`config.mk`:
```
export PLATFORM = sky130hd
export DESIGN_NAME = gpr_wb_arbiter
export DESIGN_NICKNAME = d
export VERILOG_FILES = /design/src/rtl/gpr_wb_arbiter.sv
export SDC_FILE = /design/constraint.sdc
export NUM_CORES = 1
export LEC_CHECK = 0
export ABC_CLOCK_PERIOD_IN_PS = 6950
export BUFFER_PORTS_ARGS = -buffer_cell sky130_fd_sc_hd__buf_2
export CORE_AREA = 2 2 110 112
export CTS_CLUSTER_SIZE = 24
export DETAILED_ROUTE_END_ITERATION = 8
export DIE_AREA = 0 0 112 114
export GPL_TIMING_DRIVEN = 0
export HOLD_SLACK_MARGIN = 0.08
export PLACE_DENSITY_LB_ADDON = 0.05
export SYNTH_ARGS = -nofsm -noshare
export SYNTH_HDL_FRONTEND = slang
export SYNTH_SLANG_ARGS = --single-unit
```
`constraint.sdc`:
```
create_clock -name clk -period 6.95 [get_ports clk]
set_clock_uncertainty 0.15 [all_clocks]
set_input_delay 0.3475 -clock clk [delete_from_list [all_inputs] [get_ports clk]]
set_output_delay 0.3475 -clock clk [all_outputs]
set_load 0.01 [all_outputs]
```
`src/rtl/gpr_wb_arbiter.sv`:
```
// GPR write-back arbiter: datapath requests (A) compete with a 2-entry
// FIFO of secondary-unit offers (B); the FIFO is force-granted after
// STARVE_LIMIT consecutive losses.
// Ports: clk/rst; AReq/ASel/AData -> AAck; BValid/BSel/BData -> BReady;
// WE/WeSel/WData registered GPR write; QSel1/2 -> Hazard1/2; Count.
module gpr_wb_arbiter #(
  parameter int unsigned STARVE_LIMIT = 3
) (
  input  logic        clk,
  input  logic        rst,
  input  logic        AReq,
  input  logic [4:0]  ASel,
  input  logic [31:0] AData,
  output logic        AAck,
  input  logic        BValid,
  input  logic [4:0]  BSel,
  input  logic [31:0] BData,
  output logic        BReady,
  output logic        WE,
  output logic [4:0]  WeSel,
  output logic [31:0] WData,
  input  logic [4:0]  QSel1,
  input  logic [4:0]  QSel2,
  output logic        Hazard1,
  output logic        Hazard2,
  output logic [1:0]  Count
);

  localparam int unsigned SW = $clog2(STARVE_LIMIT + 2);
  localparam logic [SW-1:0] LIM = SW'(STARVE_LIMIT);

  logic [4:0]    sel_q  [2];
  logic [31:0]   data_q [2];
  logic          rd_ptr;
  logic          wr_ptr;
  logic [SW-1:0] starve;

  logic          fifo_ne;
  logic          force_b;
  logic          grant_a;
  logic          grant_b;
  logic          push;
  logic [4:0]    head_sel;
  logic [4:0]    tail_sel;
  logic [4:0]    win_sel;
  logic [31:0]   win_data;

  always_comb begin
    fifo_ne  = (Count != 2'd0);
    force_b  = fifo_ne && (starve == LIM);
    grant_a  = !rst && AReq && !force_b;
    grant_b  = !rst && fifo_ne && !grant_a;
    BReady   = !rst && (Count != 2'd2);
    push     = BValid && BReady;
    AAck     = grant_a;
    head_sel = sel_q[rd_ptr];
    tail_sel = sel_q[rd_ptr ^ 1'b1];
    win_sel  = grant_a ? ASel  : head_sel;
    win_data = grant_a ? AData : data_q[rd_ptr];
  end

  // Second entry is only valid when the FIFO is full.
  always_comb begin
    Hazard1 = (QSel1 != 5'd0) &&
      ((fifo_ne && head_sel == QSel1) ||
       (Count == 2'd2 && tail_sel == QSel1) ||
       (WE && WeSel == QSel1));
    Hazard2 = (QSel2 != 5'd0) &&
      ((fifo_ne && head_sel == QSel2) ||
       (Count == 2'd2 && tail_sel == QSel2) ||
       (WE && WeSel == QSel2));
  end

  always_ff @(posedge clk) begin
    if (push) begin
      sel_q[wr_ptr]  <= BSel;
      data_q[wr_ptr] <= BData;
    end
  end

  always_ff @(posedge clk) begin
    if (rst) begin
      rd_ptr <= 1'b0;
      wr_ptr <= 1'b0;
      Count  <= 2'd0;
    end else begin
      if (push)
        wr_ptr <= ~wr_ptr;
      if (grant_b)
        rd_ptr <= ~rd_ptr;
      unique case ({push, grant_b})
        2'b10:   Count <= Count + 2'd1;
        2'b01:   Count <= Count - 2'd1;
        default: Count <= Count;
      endcase
    end
  end

  always_ff @(posedge clk) begin
    if (rst) begin
      starve <= '0;
    end else if (grant_b || !fifo_ne) begin
      starve <= '0;
    end else if (starve != LIM) begin
      starve <= starve + 1'b1;
    end
  end

  // Writes to x0 are still consumed but never raise WE.
  always_ff @(posedge clk) begin
    if (rst) begin
      WE    <= 1'b0;
      WeSel <= 5'd0;
      WData <= 32'd0;
    end else if (grant_a || grant_b) begin
      WE    <= (win_sel != 5'd0);
      WeSel <= win_sel;
      WData <= win_data;
    end else begin
      WE <= 1'b0;
    end
  end

endmodule
```
-- Word-level counts from Yosys, hierarchy flattened
Memories as Yosys holds them, arrays and structs flattened. A register that Yosys moved wholly into a read port is not among the register bits.
Cells that the tools add are included.
- register bits after elaboration: 45
- output and inout port bits: 44
- word-level logic and storage cells: 68
- memories kept: 2
- bits in read-only memories: 0
- memory bits (writable): 74
- bits in latches: 0
- input port bits: 88
- magnitude comparators: 0
- bitwise operators: 3
- equality and inequality tests: 12
- shifts and indexed selects: 0
- muxes and demuxes: 9
- divide/modulo/power cells: 0
- add/subtract/negate cells: 3
- reductions and logical operators: 32
- multiply operators: 0
- memory list (name ; depth ; width ; rd ports ; clocked after memory_dff ; wr ports ; line ; text):
    data_q ; 2 ; 32 ; 1 ; 1 ; 1 ; 33 ; logic [31:0] data_q [2];
    sel_q ; 2 ; 5 ; 2 ; 1 ; 1 ; 32 ; logic [4:0] sel_q [2];
- operators by type and width (kind ; count):
    2-to-1 mux 32 bit ; 1
    equality test 5 bit ; 6
    logical AND 1 bit ; 15
    nonzero test 5 bit ; 3
    logical OR 1 bit ; 6
    2-to-1 mux 1 bit ; 6
    2-to-1 mux 5 bit ; 1
    equality test 2 bit (second input constant) ; 2
    logical NOT 1 bit ; 4
    case mux 2 bit (2 select lines) ; 1
    nonzero test 2 bit ; 2
    OR reduction 2 bit ; 2
    adder 3 x 1 -> 3 bit (second input constant) ; 1
    equality test 3 x 2 -> 1 bit (second input constant) ; 1
    inequality test 3 x 2 -> 1 bit (second input constant) ; 1
    NOT 1 bit ; 3
    adder 2 x 1 -> 2 bit (second input constant) ; 1
    equality test 2 x 1 -> 1 bit (second input constant) ; 1
    inequality test 2 bit (second input constant) ; 1
    subtractor 2 x 1 -> 2 bit (second input constant) ; 1

-- Depth between registers and ports, before layout
- word-level depth: 9
- gate-level depth with buffers: 9
- mapped depth without buffers: 8

-- Worst setup path after synthesis
OpenSTA, ideal clock, no wires.
- path kind: register to register
- start point: register Count[0]
- end point: memory data_q[0][0] (enable)
- path buffers: 0
- path slack: 3.818 ns
- setup time: 0.431 ns
- required time: 6.369 ns
- cell stages (with the launch flop): 5
- arrival time: 2.550 ns
- clock period less this slack: 3.132 ns
- path through: dfxtp_1 nor2b_1 nor2_1 nand2_1 nor2_1
- word-level cells in the longest chain between the ends: 5
- ends and longest elaborated chain (element ; line ; text):
    start: declaration ; 26 ; output logic [1:0] Count
    start signal: assignment ; 92 ; 2'b10: Count <= Count + 2'd1;
    start signal: assignment ; 93 ; 2'b01: Count <= Count - 2'd1;
    start signal: assignment ; 94 ; default: Count <= Count;
    inequality test 2 bit ; 53 ; BReady = !rst && (Count != 2'd2);
    logical AND 1 bit ; 53 ;
    net BReady ; 18 ; output logic BReady,
    logical AND 1 bit ; 54 ; push = BValid && BReady;
    2-to-1 mux 1 bit ; 75 ; if (push) begin
    2-to-1 mux 1 bit (implied by the code) ; 77 ; data_q[wr_ptr] <= BData;
    end: declaration ; 33 ;
The timed path passes the listed nets, and every way through them passes these cells.

==> flow_summary.toml <==
[outcome]
status = "finished, final reports clean"

[cts]
worstSkewPairLatency_ns = 0.41
cts_sinks = 120
cts_resized = 0
htree_levels = 4
clk_pin_slew_ns = 0.05
cts_buffer_depth = 2
cts_tree = "done"
root_buffer = "clkbuf_16"
cts-buffers-inserted = 17

[sta]
setup_ws_ns = 4.40
worst_pin_slew_ns = 0.655
timing.hold.ws_ns = 0.105
rsz0062_at_grt = "false"
slew_violations = 0
final.min_clock_period_ns = 2.55
fin_crit_sh_pct = 36.6
clock.fmax_mhz = 393
finalHoldViolations = 0
tns_ns = 0
setup_viol = 0
slew_headroom_pct = 56.2

[logic_synthesis]
synth.most_common_cell = "edfxtp_1"
seq_area_frac_synth_pct = 61.4
synth_flop_cell = "edfxtp_1"
yosys_warnings = 0
synthTopCellsByCount = "74 x edfxtp_1, 46 x dfxtp_1, 45 x nor2_1, 38 x a21oi_1, 37 x mux2i_1"
async_flop_share_pct = 0
synth-edff-count = 74
syn_area_sq_um = 5120
synth.largest_area_cell = "edfxtp_1"
yosysUniqueCellTypes = 35
synth_top_family_by_area = "simple AND/OR/NAND/NOR gates"
syn_inst = 423
ys_top_cells_by_area = "edfxtp_1 43%, dfxtp_1 18%, mux2i_1 7.2%"
synthMuxAreaShare_pct = 8.58
yosys.area_share.simple_pct = 11.9
synth.top_cell.area_share_pct = 43.4
syn_area_per_cell_sq_um = 12.1
synth_fp_nets = 514
synth-compound-area-share_pct = 8.97
synthXorXnorAreaFrac_pct = 5.82
synthAdderAreaFrac_pct = 0.733
synth_seq_cells = 120

[global_route]
grt_pass1_vias = 4082
grt_usage_pct = 20.2
grt_max_degree = 21
grt.overflow.total = 0
antenna_found_initial = 0
grt_pass1_wl_mm = 19.7

[pwr]
leakagePower_nw = 2.83
p_total_mw = 1.96
peakVddDrop_uv = 207
power_density_nw_per_um2 = 270

[floorplan]
start_util_pct = 43.7
rows = 40
io_pins = 132
dieArea_sq_um = 12800
die_h_microns = 114
fp.coreArea_sq_um = 11700
fp.dieW_microns = 112

[drt]
routed_via_density = 4.96
top_layer_used = "met4"
drt_iter0_markers = 194
drc = 0
drt_pass1_iterations = 4
wl_met2_mm = 6.39
drt-wirelength-per-cell_microns = 15.5
vias = 3979
wirelength_mm = 12.4
drtAntennaViolNets = 0
wl_met1_mm = 5.38
wl_met3_microns = 497

[finish]
drive_gt1_share_pct = 29.0
antenna_cells = 0
area_growth_pct = 42.2
nets = 733
final_cell_area_sq_um = 7280

[placement]
finalWeightedCongestion = 0.819
dp_hpwl_mm = 8.30
io_buffers = 131
post_dp_cell_area_sq_um = 6020
pre_cts_ws_ns = 4.53

[worst_setup_path]
reg2regPathDepth = 5
path_cells = "buf_6 > mux2i_2 > xor2_1 > nand4_1 > o41ai_2 > buf_2"
rrSetupSlack_ns = 4.70
worst_path_max_delay_cell = "mux2i_2"
critPathMaxStageDelay_ns = 0.38
crit_fanout = 10
endpoint_kind = "primary output"
cp-start-kind = "flip-flop"
arrival_ns = 2.05
cp.required_ns = 6.45
worst-setup-path-type = "reg -> out"

[run]
max_cap_violations = 0

[hold_path]
holdPathStages = 3
min_path_type = "in -> reg"
## layout make-up
cell class / instances / area (sq um)
fillers: 973 / 4430
flip-flops and latches: 120 / 3140
multi-input cells: 276 / 1850
repair buffers: 200 / 1380
clock buffers: 18 / 429
well taps: 147 / 184
clock inverters: 14 / 158
plain buffers: 24 / 120
inverters: 3 / 11.3
## cells in the final DEF, fill, tap and decap left out, types with 4 or more instances in the layout
cell type,n
nand3b_1,31
xnor2_1,24
mux2i_2,5
xor2_1,10
clkbuf_1,11
nand4_1,4
mux2i_1,37
clkbuf_16,17
nand2_1,16
o211ai_1,6
a21oi_1,38
edfxtp_1,74
o21ai_0,22
clkinv_2,4
buf_2,142
nor2_1,44
dlygate4sd3_1,67
dfxtp_1,46
o21ai_1,11
## path summary, 6_finish.rpt
kind,from,end
worst max-delay path,flip-flop,Hazard2
worst min-delay path,ASel[3],WE
worst max register to register,Count[0],data_q[0][8]
worst min register to register,starve[0],starve[0]
## per-stage QoR
stage	cells	utilization, %
floorplan	423	-
global placement	701	50.9
detailed placement	703	51.4
CTS	802	62.2
global route	802	62.2
finish	802	62.2
## worst max-delay path, delay by kind of cell, from the launching register on
kind | cells | cell delay (ns)
DFF | 1 | 0.32
xor gates and xnor gates | 1 | 0.19
muxes | 1 | 0.38
buffers and inverters | 2 | 0.37
and+or+nand+nor | 1 | 0.12
AOI/OAI and AO/OA | 1 | 0.27
## metal layers
metal  vias to the layer above  track usage, %
met3                        16            5.31
met5                         -               0
met1                      1889            23.8
li1                       1982               -
met4                         0            8.70
met2                        92            35.0
## sequential cells by signal (all words and copies together), names as in the netlist, 2 cells and up, named ones only
register	count
starve	3
sel_q	10
data_q	64
WeSel	5
WData	32
Count	2
## report_power, final
part           total [mW]  internal [mW]  switching [mW]  leakage (nW)
combinational       0.270          0.127           0.143          1.49
clock               0.863          0.558           0.305         0.281
sequential          0.831          0.806          0.0252          1.06
## cell families (layout without fill, tap and decap cells)
kind of cell	count (synthesis)	in the layout
multiplexers	42	42
adder cells (fa/ha/maj)	3	3
AO/OA/AOI/OAI	83	83
flip-flops	120	120
AND/OR/NAND/NOR	114	114
buffers and inverters	27	259
XOR/XNOR	34	34
## timing repair
| item | CTS | global route |
|---|---|---|
| setup buffers | 0 | 0 |
| hold endpoints to repair | 104 | 0 |
| hold buffers | 67 | 0 |
Power figures use the tool's default switching activity.
